## src/rtl/inst_fetch_unit_if.sv

```systemverilog
// Fetch-unit bundle: instruction-memory request/response, pipeline control inputs and IF/ID output.
// The master modport is the fetch unit; the slave modport is memory plus pipeline control.
interface inst_fetch_unit_if #(
  parameter int ADDR_W = 32,
  parameter int DATA_W = 32
);
  logic              mem_req;
  logic [ADDR_W-1:0] mem_addr;
  logic              mem_ready;
  logic [DATA_W-1:0] mem_rdata;
  logic              freeze;
  logic              br_taken;
  logic [ADDR_W-1:0] br_addr;
  logic              if_valid;
  logic [DATA_W-1:0] if_inst;
  logic [ADDR_W-1:0] if_pc_plus4;

  modport master (
    output mem_req, mem_addr, if_valid, if_inst, if_pc_plus4,
    input  mem_ready, mem_rdata, freeze, br_taken, br_addr
  );

  modport slave (
    input  mem_req, mem_addr, if_valid, if_inst, if_pc_plus4,
    output mem_ready, mem_rdata, freeze, br_taken, br_addr
  );
endinterface

```

## src/rtl/inst_fetch_unit.sv

```systemverilog
// Instruction fetch requester: fetches words from the PC, holds up to two returned words
// (output register + skid) while decode is frozen, and squashes/redirects on EX branches.
module inst_fetch_unit #(
  parameter int                ADDR_W   = 32,
  parameter int                DATA_W   = 32,
  parameter logic [ADDR_W-1:0] RESET_PC = {ADDR_W{1'b0}}
) (
  input  logic              clk,
  input  logic              rst,
  inst_fetch_unit_if.master fetch_bus
);
  typedef enum logic [0:0] {S_FETCH = 1'b0, S_DROP = 1'b1} state_t;

  state_t            r_state, w_state_nxt;
  logic [ADDR_W-1:0] r_pc, w_pc_nxt;
  logic [ADDR_W-1:0] r_tgt, w_tgt_nxt;
  logic [ADDR_W-1:0] w_pc_plus4;
  logic              r_outstanding;
  logic              r_if_valid, w_if_valid_nxt;
  logic [DATA_W-1:0] r_if_inst, w_if_inst_nxt;
  logic [ADDR_W-1:0] r_if_pc4, w_if_pc4_nxt;
  logic              r_skid_v, w_skid_v_nxt;
  logic [DATA_W-1:0] r_skid_inst, w_skid_inst_nxt;
  logic [ADDR_W-1:0] r_skid_pc4, w_skid_pc4_nxt;
  logic              w_mem_req, w_accept, w_consume, w_out_free;

  // An outstanding request is never withdrawn; a new one is only raised when the skid has room.
  assign w_mem_req  = rst & (r_outstanding | ((r_state == S_FETCH) & ~r_skid_v));
  assign w_accept   = w_mem_req & fetch_bus.mem_ready;
  assign w_consume  = r_if_valid & ~fetch_bus.freeze;
  assign w_out_free = ~r_if_valid | w_consume;
  assign w_pc_plus4 = r_pc + ADDR_W'(3'd4);

  assign fetch_bus.mem_req     = w_mem_req;
  assign fetch_bus.mem_addr    = r_pc;
  assign fetch_bus.if_valid    = r_if_valid;
  assign fetch_bus.if_inst     = r_if_inst;
  assign fetch_bus.if_pc_plus4 = r_if_pc4;

  // Next-state, PC, output register and skid update.
  always_comb begin
    w_state_nxt     = r_state;
    w_pc_nxt        = r_pc;
    w_tgt_nxt       = r_tgt;
    w_if_valid_nxt  = r_if_valid;
    w_if_inst_nxt   = r_if_inst;
    w_if_pc4_nxt    = r_if_pc4;
    w_skid_v_nxt    = r_skid_v;
    w_skid_inst_nxt = r_skid_inst;
    w_skid_pc4_nxt  = r_skid_pc4;
    if (fetch_bus.br_taken) begin
      // Flush wins over freeze; an in-flight miss must still complete, so park the target.
      w_if_valid_nxt = 1'b0;
      w_skid_v_nxt   = 1'b0;
      case (r_state)
        S_FETCH: begin
          if (w_accept) begin
            w_pc_nxt = fetch_bus.br_addr;
          end else if (w_mem_req) begin
            w_tgt_nxt   = fetch_bus.br_addr;
            w_state_nxt = S_DROP;
          end else begin
            w_pc_nxt = fetch_bus.br_addr;
          end
        end
        S_DROP: begin
          if (w_accept) begin
            w_pc_nxt    = fetch_bus.br_addr;
            w_state_nxt = S_FETCH;
          end else begin
            w_tgt_nxt = fetch_bus.br_addr;
          end
        end
        default: begin
          w_state_nxt = S_FETCH;
        end
      endcase
    end else begin
      case (r_state)
        S_FETCH: begin
          if (w_accept) begin
            w_pc_nxt = w_pc_plus4;
          end else begin
            w_pc_nxt = r_pc;
          end
          if (w_out_free) begin
            if (r_skid_v) begin
              w_if_valid_nxt = 1'b1;
              w_if_inst_nxt  = r_skid_inst;
              w_if_pc4_nxt   = r_skid_pc4;
              w_skid_v_nxt   = w_accept;
              if (w_accept) begin
                w_skid_inst_nxt = fetch_bus.mem_rdata;
                w_skid_pc4_nxt  = w_pc_plus4;
              end else begin
                w_skid_inst_nxt = r_skid_inst;
              end
            end else if (w_accept) begin
              w_if_valid_nxt = 1'b1;
              w_if_inst_nxt  = fetch_bus.mem_rdata;
              w_if_pc4_nxt   = w_pc_plus4;
            end else begin
              w_if_valid_nxt = 1'b0;
            end
          end else if (w_accept) begin
            w_skid_v_nxt    = 1'b1;
            w_skid_inst_nxt = fetch_bus.mem_rdata;
            w_skid_pc4_nxt  = w_pc_plus4;
          end else begin
            w_skid_v_nxt = r_skid_v;
          end
        end
        S_DROP: begin
          if (w_accept) begin
            w_pc_nxt    = r_tgt;
            w_state_nxt = S_FETCH;
          end else begin
            w_state_nxt = S_DROP;
          end
        end
        default: begin
          w_state_nxt = S_FETCH;
        end
      endcase
    end
  end

  // State register with asynchronous clear.
  always_ff @(posedge clk or negedge rst) begin
    if (!rst) begin
      r_state       <= S_FETCH;
      r_pc          <= RESET_PC;
      r_tgt         <= {ADDR_W{1'b0}};
      r_outstanding <= 1'b0;
      r_if_valid    <= 1'b0;
      r_if_inst     <= {DATA_W{1'b0}};
      r_if_pc4      <= {ADDR_W{1'b0}};
      r_skid_v      <= 1'b0;
      r_skid_inst   <= {DATA_W{1'b0}};
      r_skid_pc4    <= {ADDR_W{1'b0}};
    end else begin
      r_state       <= w_state_nxt;
      r_pc          <= w_pc_nxt;
      r_tgt         <= w_tgt_nxt;
      r_outstanding <= w_mem_req & ~fetch_bus.mem_ready;
      r_if_valid    <= w_if_valid_nxt;
      r_if_inst     <= w_if_inst_nxt;
      r_if_pc4      <= w_if_pc4_nxt;
      r_skid_v      <= w_skid_v_nxt;
      r_skid_inst   <= w_skid_inst_nxt;
      r_skid_pc4    <= w_skid_pc4_nxt;
    end
  end
endmodule

```

## src/flat_wrapper.sv

```systemverilog
// flat-port wrapper written by rule: the top's interface ports become plain ports
module inst_fetch_unit_flat 
#(
  parameter int                ADDR_W   = 32,
  parameter int                DATA_W   = 32,
  parameter logic [ADDR_W-1:0] RESET_PC = {ADDR_W{1'b0}}
)
  (clk, rst, fetch_bus_mem_req, fetch_bus_mem_addr, fetch_bus_if_valid, fetch_bus_if_inst, fetch_bus_if_pc_plus4, fetch_bus_mem_ready, fetch_bus_mem_rdata, fetch_bus_freeze, fetch_bus_br_taken, fetch_bus_br_addr);
  inst_fetch_unit_if #(.ADDR_W(ADDR_W), .DATA_W(DATA_W)) fetch_bus_i ();
  input  logic clk;
  input  logic rst;
  output wire logic [$bits(fetch_bus_i.mem_req)-1:0] fetch_bus_mem_req;
  output wire logic [$bits(fetch_bus_i.mem_addr)-1:0] fetch_bus_mem_addr;
  output wire logic [$bits(fetch_bus_i.if_valid)-1:0] fetch_bus_if_valid;
  output wire logic [$bits(fetch_bus_i.if_inst)-1:0] fetch_bus_if_inst;
  output wire logic [$bits(fetch_bus_i.if_pc_plus4)-1:0] fetch_bus_if_pc_plus4;
  input wire logic [$bits(fetch_bus_i.mem_ready)-1:0] fetch_bus_mem_ready;
  input wire logic [$bits(fetch_bus_i.mem_rdata)-1:0] fetch_bus_mem_rdata;
  input wire logic [$bits(fetch_bus_i.freeze)-1:0] fetch_bus_freeze;
  input wire logic [$bits(fetch_bus_i.br_taken)-1:0] fetch_bus_br_taken;
  input wire logic [$bits(fetch_bus_i.br_addr)-1:0] fetch_bus_br_addr;
  assign fetch_bus_mem_req = fetch_bus_i.mem_req;
  assign fetch_bus_mem_addr = fetch_bus_i.mem_addr;
  assign fetch_bus_if_valid = fetch_bus_i.if_valid;
  assign fetch_bus_if_inst = fetch_bus_i.if_inst;
  assign fetch_bus_if_pc_plus4 = fetch_bus_i.if_pc_plus4;
  assign fetch_bus_i.mem_ready = fetch_bus_mem_ready;
  assign fetch_bus_i.mem_rdata = fetch_bus_mem_rdata;
  assign fetch_bus_i.freeze = fetch_bus_freeze;
  assign fetch_bus_i.br_taken = fetch_bus_br_taken;
  assign fetch_bus_i.br_addr = fetch_bus_br_addr;
  inst_fetch_unit #(.ADDR_W(ADDR_W), .DATA_W(DATA_W), .RESET_PC(RESET_PC)) u_core (.clk(clk), .rst(rst), .fetch_bus(fetch_bus_i));
endmodule
```

## config.mk

```make
export PLATFORM = sky130hd
export DESIGN_NAME = inst_fetch_unit_flat
export DESIGN_NICKNAME = d
export VERILOG_FILES = /design/src/rtl/inst_fetch_unit_if.sv /design/src/rtl/inst_fetch_unit.sv /design/src/flat_wrapper.sv
export SDC_FILE = /design/constraint.sdc
export NUM_CORES = 1
export LEC_CHECK = 0
export CORE_MARGIN = 2
export CORE_UTILIZATION = 50
export CTS_CLUSTER_SIZE = 8
export DETAILED_ROUTE_END_ITERATION = 6
export PLACE_DENSITY = 0.75
export SYNTH_ARGS = -nofsm -noshare
export SYNTH_HDL_FRONTEND = slang
export SYNTH_SLANG_ARGS = --single-unit
```

## constraint.sdc

```tcl
create_clock -name clk -period 2.5 [get_ports clk]
set_clock_uncertainty 0.15 [all_clocks]
set_input_delay 0.375 -clock clk [delete_from_list [all_inputs] [get_ports clk]]
set_output_delay 0.375 -clock clk [all_outputs]
set_load 0.05 [all_outputs]
```

== Word level (Yosys, flattened, before mapping) ==
Cells that the tools add are included.

* Register bits: 196
* Input bits: 69
* Output and inout port bits: 98

* Bitwise logic cells: 13
* Mux-type cells: 37
* $add $sub $neg: 1
* Reduce and logical (&&, ||, !) cells: 9
* Equal/unequal tests: 8

{| class="wikitable"
|+ Operator list
! operator !! number
|-
| 32-bit two-way mux || 18
|-
| 32-bit case mux with 2 select lines || 3
|-
| 32-bit by 3-bit adder with 32-bit output (second input constant) || 1
|-
| 1-bit two-way mux || 15
|-
| 2-bit inequality test (second input constant) || 4
|-
| 4-bit AND reduction || 2
|-
| 1-bit NOT || 6
|-
| 3-bit AND reduction || 2
|-
| 1-bit AND || 5
|-
| 2-bit by 1-bit inequality test with 1-bit output (second input constant) || 2
|-
| 2-bit AND reduction || 2
|-
| 2-bit nonzero test || 2
|-
| 3-bit by 2-bit inequality test with 1-bit output (second input constant) || 1
|-
| 3-bit inequality test (second input constant) || 1
|-
| 3-bit nonzero test || 1
|-
| 1-bit OR || 2
|-
| 1-bit case mux with 2 select lines || 1
|}

== Logic depth before layout (Yosys ltp) ==
Gate-level depths: netlist of the first run.

* Depth after elaboration: 10
* Depth in mapped cells: 9
* Mapped depth without buffers: 6

== Least setup slack after synthesis of the first run ==
No wires, ideal clock.

* Path kind: reg-to-reg
* Start point: reg u_core.r_pc[16] (netlist: u_core.fetch_bus.mem_addr[16])
* End point: reg u_core.r_if_pc4[27] (netlist: u_core.fetch_bus.if_pc_plus4[27])
* Setup time: 0.128 ns
* Cell stages (with the launch flop): 7
* Data required time: 2.222 ns
* Clock period less this slack: 2.421 ns
* Arrival time: 2.143 ns
* Setup slack: 0.079 ns
* Cells stage by stage: dfrtp_1 buf_2 nand4_1 or4_4 o31a_1 nor3_1 o21ai_0

* Cells in the longest elaborated chain, start to end: 3

{| class="wikitable"
|+ RTL lines
! what !! line !! text
|-
| start: declaration || inst_fetch_unit.sv:15 || <nowiki>logic [ADDR_W-1:0] r_pc, w_pc_nxt;</nowiki>
|-
| start signal: assignment || inst_fetch_unit.sv:143 || <nowiki>r_pc <= w_pc_nxt;</nowiki>
|-
| 32-bit by 3-bit adder with 32-bit output || inst_fetch_unit.sv:32 || <nowiki>assign w_pc_plus4 = r_pc + ADDR_W'(3'd4);</nowiki>
|-
| 32-bit two-way mux || inst_fetch_unit.sv:98 || <nowiki>end else if (w_accept) begin</nowiki>
|-
| 32-bit two-way mux || inst_fetch_unit.sv:87 || <nowiki>if (r_skid_v) begin</nowiki>
|-
| end signal: assignment || inst_fetch_unit.sv:137 || <nowiki>r_if_pc4 <= {ADDR_W{1'b0}};</nowiki>
|-
| end signal: assignment || inst_fetch_unit.sv:148 || <nowiki>r_if_pc4 <= w_if_pc4_nxt;</nowiki>
|-
| end: declaration || inst_fetch_unit.sv:21 || <nowiki>logic [ADDR_W-1:0] r_if_pc4, w_if_pc4_nxt;</nowiki>
|}

No other way between the ends. The select of a mux whose other input is x is not followed.
A chain may end at the register's enable or synchronous reset.

== Worst setup path in the final report of the first run ==
* Start point: in rst
* End point: out fetch_bus_mem_req

* Cells in the longest elaborated chain, start to end: 1

{| class="wikitable"
|+ RTL lines
! what !! line !! text
|-
| start: declaration || flat_wrapper.sv:11 || <nowiki>input logic rst;</nowiki>
|-
| 1-bit AND || inst_fetch_unit.sv:28 || <nowiki>assign w_mem_req = rst & (r_outstanding | ((r_state == S_FETCH) & ~r_skid_v));</nowiki>
|-
| end: declaration || flat_wrapper.sv:12 || <nowiki>output wire logic [$bits(fetch_bus_i.mem_req)-1:0] fetch_bus_mem_req;</nowiki>
|}

No other way between the ends.

==> results of run 1 <==
kinds of logic (layout without fill, tap and decap cells):
logic type / count (synthesis) / in the layout / share of synthesized area, %
AO/OA/AOI/OAI: 229 / 229 / 15.5
AND/OR/NAND/NOR: 220 / 220 / 11.6
flip-flops: 196 / 196 / 53.7
multiplexers: 113 / 113 / 13.4
buffers and inverters: 77 / 284 / 3.63
XOR/XNOR: 21 / 21 / 2.01
adder cells (fa/ha/maj): 1 / 1 / 0.137
placed cells by master, fill, tap and decap left out, types with 3 or more instances in the layout:
cell	instances
o22ai_1	11
nor2_1	56
and2_1	3
o31ai_1	3
a21oi_1	52
o211ai_1	10
and3_1	13
nor3_1	5
nand3_1	26
clkinv_4	3
a31oi_1	13
xnor2_1	15
clkbuf_16	17
a22o_1	4
nand2_1	78
o2bb2ai_1	10
a222oi_1	5
nor4_1	3
mux2_2	73
a221o_1	3
o21a_1	6
nor3_2	3
o21ai_0	85
dfrtp_1	195
or3_1	7
clkdlybuf4s50_1	164
buf_12	12
inv_8	4
nor4_2	4
xor2_1	6
mux2i_1	38
o31a_1	8
nand4_1	8
a22oi_1	11
buf_4	57
inv_1	17
layer usage:
layer,share of wire [%],wire length [µm],vias up
met5,0,0,-
met4,1.5,336,0
met3,6.6,1520,27
met2,46,10500,303
met1,46,10600,3550
li1,-,-,3480
worst min path at each step:
| stage | slack [ns] | start | end |
|---|---|---|---|
| floorplan | -0.07 | rst | u_core.fetch_bus.if_inst[0]$_DFFE_PN0P_ |
| global placement | 0.25 | rst | u_core.r_outstanding$_DFF_PN0_ |
| detailed placement | 0.26 | rst | u_core.r_outstanding$_DFF_PN0_ |
| global route | 0.36 | u_core.fetch_bus.if_pc_plus4[10]$_DFFE_PN0P_ | u_core.fetch_bus.if_pc_plus4[10]$_DFFE_PN0P_ |
| finish | 0.33 | u_core.fetch_bus.if_inst[14]$_DFFE_PN0P_ | u_core.fetch_bus.if_inst[14]$_DFFE_PN0P_ |
| CTS | 0.34 | u_core.fetch_bus.if_inst[26]$_DFFE_PN0P_ | u_core.fetch_bus.if_inst[26]$_DFFE_PN0P_ |
flip-flops by register name, summed over array words and instances (netlist names):
name / count
u_core.r_state: 1
u_core.r_skid_inst: 32
u_core.fetch_bus.if_pc_plus4: 32
u_core.fetch_bus.mem_addr: 32
u_core.r_outstanding: 1
u_core.r_skid_v: 1
u_core.r_tgt: 32
u_core.fetch_bus.if_valid: 1
u_core.r_skid_pc4: 32
u_core.fetch_bus.if_inst: 32
synthesized netlist by cell type, types with 13 or more instances:
| library cell | number | area [µm²] |
|---|---|---|
| a21oi_1 | 52 | 260 |
| a31oi_1 | 13 | 81.3 |
| and3_1 | 13 | 81.3 |
| buf_2 | 15 | 75.1 |
| clkbuf_1 | 39 | 146 |
| dfrtp_1 | 196 | 4900 |
| inv_1 | 17 | 63.8 |
| mux2_2 | 73 | 822 |
| mux2i_1 | 38 | 380 |
| nand2_1 | 78 | 293 |
| nand3_1 | 26 | 130 |
| nor2_1 | 56 | 210 |
| o21ai_0 | 86 | 430 |
| xnor2_1 | 15 | 131 |
stage by stage:
step / util, % / setup TNS, ns
CTS: 67.3 / 0
detailed placement: 63.9 / -2.38
floorplan: - / 0
finish: 67.3 / 0
global route: 67.3 / 0
global placement: 63.9 / -0.161
area by class of cell:
type                       instances  area (µm²)  share of cell area [%]
multi-input combinational        584        3910                    32.3
sequential                       196        4910                    40.6
clock buffer                      17         425                    3.52
timing repair buffer             235        2330                    19.3
inverter                          17        63.8                   0.528
clock inverter                    15         171                    1.42
tap                              229         287                    2.37
critical path: stages:
cell and delay [ns]:
dlygate4sd3_1 0.61, clkbuf_8 0.19, buf_4 0.26, o21a_1 0.28, buf_12 0.17
power by group:
group | internal (W) | switching, W | leakage (nW)
Clock | 0.00143 | 0.00131 | 0.287
Sequential | 0.00400 | 0.000556 | 2.46
Combinational | 0.00173 | 0.00293 | 2.35
Total | 0.00716 | 0.00479 | 5.10
==> impl_metrics.json, run 1 <==
{
  "r2r-start": "u_core.fetch_bus.mem_addr[8]$_DFFE_PN0P_",
  "report.final.hold_viol_count": 0,
  "yosysWarnings": 0,
  "actual_transition_at_the_worst_max_transition_pin_ns": 0.902,
  "final_layout_size_suffix_gt1_share_pct": 17.8,
  "cellLeakagePower_nw": 5.10,
  "yosys_most_used_dff": "dfrtp_1",
  "first_pass_iteration_count_of_the_detailed_router": 7,
  "place_worst_setup_slack_ns": -0.0726,
  "run_status": "complete, no violations",
  "grt_pass1_wl_mm": 37.5,
  "timing.final.ws_setup_ns": 0.0950,
  "r2r_slack_ns": 0.19,
  "dp_cells": 1260,
  "rsz0062_at_grt": "false",
  "post-route-period-util_pct": 96.2,
  "drt.antenna.violating_nets": 0,
  "max_freq_mhz": 416,
  "grt_pass1_vias": 7038,
  "core_footprint_um2": 18000,
  "fillers": 1404,
  "routed_wl_mm": 23.0,
  "design.die.area_um2": 19400,
  "clock_tree.htree_level_count": 4,
  "cap_viol_max_count": 0,
  "gpl.final_weighted_congestion": 0.930,
  "groute.layer.met3.usage_pct": 4.13,
  "instances_no_fill": 1293,
  "area_growth_pct": 32.3,
  "finalHoldWorstSlack_ns": 0.329,
  "timing.hold.worst_path_depth": 2,
  "crit_path_max_fanout": 19,
  "placement.io_buffers": 166,
  "dr_total_vias": 7360,
  "grt_remaining_overflow": 0,
  "iteration_0_drc_markers": 701,
  "final_period_minus_worst_setup_slack_ns": 2.41,
  "clock-root-buffer": "clkbuf_16",
  "cts_inserted_buffers": 17,
  "hold_path.class": "flip-flop to flip-flop",
  "synth_seq_area_share_pct": 53.7,
  "worst_setup_path_end_kind": "primary output",
  "cts_max_path_buffers": 2,
  "wire_per_inst_um": 17.8,
  "postSynthRegisterBits": 196,
  "timing.reg2reg.worst_path_depth": 5,
  "post_synth_num_cell_types": 54,
  "grt_start_max_net_pins": 159,
  "row_count": 49,
  "crit-reg2reg-capture": "u_core.fetch_bus.if_pc_plus4[31]$_DFFE_PN0P_",
  "io_pins": 167,
  "n_antenna_cell": 0,
  "met1_usage_pct": 36.1,
  "critical_path.startpoint_type": "primary input",
  "post_synth_edffs": 0,
  "detailed_place.area_um2": 11500,
  "globalRouteTotalUtil_pct": 24.1,
  "slew_headroom_pct": 39.8,
  "syn_inst": 857,
  "global_route.usage.met2_pct": 36.8,
  "crit_end": "fetch_bus_mem_req",
  "source_to_sink_clock_delay_at_the_later_pin_of_the_worst_skew_pair_ns": 0.43,
  "critical_path_class": "primary input to primary output",
  "drc": 0,
  "critical_path_arrival_ns": 1.88,
  "clock-sinks": 196,
  "timing.final.max_slew_violations": 0,
  "finish.instance_area_um2": 12100,
  "initial_antenna_violation_count": 0,
  "finalSetupViolations": 0,
  "initial_core_util_pct": 50.9,
  "cts_tree": "built",
  "die_w_um": 139,
  "worst_ep_required_time_ns": 1.98,
  "final_net_count": 1121,
  "ir_drop_mv": 0.537,
  "global_route.peak_usage_layer": "met2",
  "setup.worst_path.start": "rst",
  "postCtsResizedCells": 0,
  "total_power_w": 0.0120,
  "hpwl_mm": 16.0,
  "async_sr_flop_fraction_pct": 100,
  "power.density_nw_per_um2": 989,
  "clkTransAtPathRegs_ns": 0.07,
  "cts_setup_buffers": 0,
  "mean_instance_size_in_the_synthesized_netlist_um2": 10.7,
  "netlist_area_um2": 9140,
  "die-height_um": 139,
  "cts_hold_buf": 1,
  "drt-vias-per-instance": 5.69,
  "mapped_nets": 927
}
No activity file was read; power rests on OpenSTA's default activity.
==> inputs of run 2 (changes only) <==
Settings changed: ABC_AREA set to 0, CORE_UTILIZATION 50 to 40, PLACE_DENSITY 0.75 to 0.62.
==> run 2 against run 1 <==
  * Clock power rose by 1%
  * Register-to-register slack improved by 0.05 ns
  * Total power increased by 0.24%
  * Critical path depth increased by 3
  * Critical endpoint is now u_core.r_skid_pc4[0]$_DFFE_PN0P_
==> impl_metrics.json, run 2 (synthesis gave the netlist of run 1 again) <==
{
  "run_status": "complete, no violations",
  "cts_max_path_buffers": 2,
  "grt_pass1_wl_mm": 37.6,
  "cts_tree": "built",
  "crit_path_max_fanout": 23,
  "die_w_um": 155,
  "critical-path-slowest-cell": "dlygate4sd3_1",
  "grt_pass1_vias": 6972,
  "critical_path.top_delay_family": "buffers and inverters",
  "clock-root-buffer": "clkbuf_16",
  "place_worst_setup_slack_ns": -0.168,
  "grt_remaining_overflow": 0,
  "timing.reg2reg.worst_path_depth": 6,
  "critical_path.startpoint_type": "primary input",
  "gpl.final_weighted_congestion": 0.851,
  "mostFrequentLayoutCell": "dfrtp_1",
  "clkTransAtPathRegs_ns": 0.08,
  "critical_path_arrival_ns": 2.59,
  "worst_setup_path_end_kind": "flip-flop",
  "die-height_um": 155,
  "cts_inserted_buffers": 17,
  "row_count": 55,
  "seq_area_um2": 4910,
  "final_net_count": 1117,
  "critPathMaxStageDelay_ns": 0.61,
  "worstPathCellList": "dlygate4sd3_1 > clkbuf_8 > and3_1 > a31oi_2 > a2111oi_4 > buf_4 > buf_6 > mux2_2",
  "timing.final.max_slew_violations": 0,
  "critical_path_class": "primary input to flip-flop",
  "final_layout_size_suffix_gt1_share_pct": 17.5,
  "initial_antenna_violation_count": 0,
  "max_freq_mhz": 412,
  "timing.final.ws_setup_ns": 0.0715,
  "report.final.hold_viol_count": 0,
  "area_growth_pct": 32.8,
  "layout_common_cells": "dfrtp_1 (195), clkdlybuf4s50_1 (164), o21ai_0 (85), nand2_1 (78), mux2_2 (73)",
  "globalRouteTotalUtil_pct": 19.8,
  "fillers": 1996,
  "core_footprint_um2": 22500,
  "finalSetupViolations": 0,
  "source_to_sink_clock_delay_at_the_later_pin_of_the_worst_skew_pair_ns": 0.43,
  "post-route-period-util_pct": 97.1,
  "placement.io_buffers": 166,
  "n_antenna_cell": 0,
  "drc": 0,
  "clock-sinks": 196,
  "total_power_w": 0.0120,
  "grt_start_max_net_pins": 176,
  "cap_viol_max_count": 0,
  "worst_ep_required_time_ns": 2.66,
  "design.die.area_um2": 24100,
  "first_pass_iteration_count_of_the_detailed_router": 5,
  "slew_headroom_pct": 39.3,
  "cellLeakagePower_nw": 5.08,
  "timing.critical_path.buf_inv": 4,
  "multi_input_area_um2": 3910,
  "ir_drop_mv": 0.459,
  "clock_tree.htree_level_count": 4,
  "power.density_nw_per_um2": 987,
  "actual_transition_at_the_worst_max_transition_pin_ns": 0.910,
  "drt-vias-per-instance": 5.36,
  "iteration_0_drc_markers": 535,
  "routed_wl_mm": 23.5,
  "drt.antenna.violating_nets": 0,
  "hold_path.class": "primary input to asynchronous set/reset pin",
  "dr_total_vias": 7214,
  "io_pins": 167,
  "final_period_minus_worst_setup_slack_ns": 2.43,
  "initial_core_util_pct": 40.6,
  "hpwl_mm": 16.4,
  "wire_per_inst_um": 17.5,
  "crit_cells": 8
}
==> run 2: changes by cell type in the layout (fill, tap and decap cells not counted), sizes merged <==
cell and change:
buf -5, clkbuf +1
==> run 2: final timing paths <==
kind	from	endpoint	slack [ns]
hold / removal	rst	u_core.fetch_bus.mem_addr[15]$_DFFE_PN0P_	0.31
hold reg to reg	u_core.fetch_bus.if_inst[27]$_DFFE_PN0P_	u_core.fetch_bus.if_inst[27]$_DFFE_PN0P_	0.33
max in group asynchronous	rst	u_core.r_skid_v$_DFFE_PN0P_	0.76
setup reg to reg	u_core.fetch_bus.mem_addr[7]$_DFFE_PN0P_	u_core.fetch_bus.if_pc_plus4[31]$_DFFE_PN0P_	0.24
min in group clk	u_core.fetch_bus.if_inst[27]$_DFFE_PN0P_	u_core.fetch_bus.if_inst[27]$_DFFE_PN0P_	0.33
setup / recovery	rst	u_core.r_skid_pc4[0]$_DFFE_PN0P_	0.07
==> run 2: final cells by class <==
cell class                 instances  area share (%)
clock buffer                      17            3.50
clock inverter                    15            1.55
inverter                          17           0.526
multi-input combinational        584            32.2
sequential                       196            40.4
tap                              285            2.94
timing repair buffer             231            18.9
==> run 2: report_power, final <==
group	switching, W	internal, W	total [W]
Sequential	0.000551	0.00400	0.00455
Clock	0.00134	0.00144	0.00278
Combinational	0.00293	0.00172	0.00465
Total	0.00482	0.00717	0.0120
==> run 2: metal layers <==
layer / global-route usage, % / wire [µm]
met1: 29.6 / 11600
met2: 29.7 / 10400
met3: 3.93 / 1180
met4: 4.98 / 293
met5: 0 / 0
==> run 2: metrics by stage <==
step           instances  setup TNS, ns  utilization [%]  area, µm²  hold WS (ns)
3_3_place_gp        1310          -6.71             51.0      11500        0.0797
4_1_cts             1343              0             53.8      12100         0.289
2_1_floorplan        857              0                -       9140       -0.0706
3_5_place_dp        1310         -10.03             51.0      11500        0.0782
6_report            1345              0             54.0      12100         0.309
5_1_grt             1345       -0.00937             54.0      12100         0.284
==> run 2: repair_timing <==
| action | CTS | global route |
|---|---|---|
| setup buffers | 0 | 1 |
| gates resized for setup | 0 | 3 |
| hold endpoints to repair | 21 | 0 |
| hold buffers | 1 | 0 |
| endpoints found under the setup margin | 0 | 76 |
==> inputs of run 3 (changes only) <==
Settings changed: SLEW_MARGIN set to 20, TNS_END_PERCENT set to 30.
==> results of run 3 <==
Final layout, timing and power as in run 2 (identical DEF).
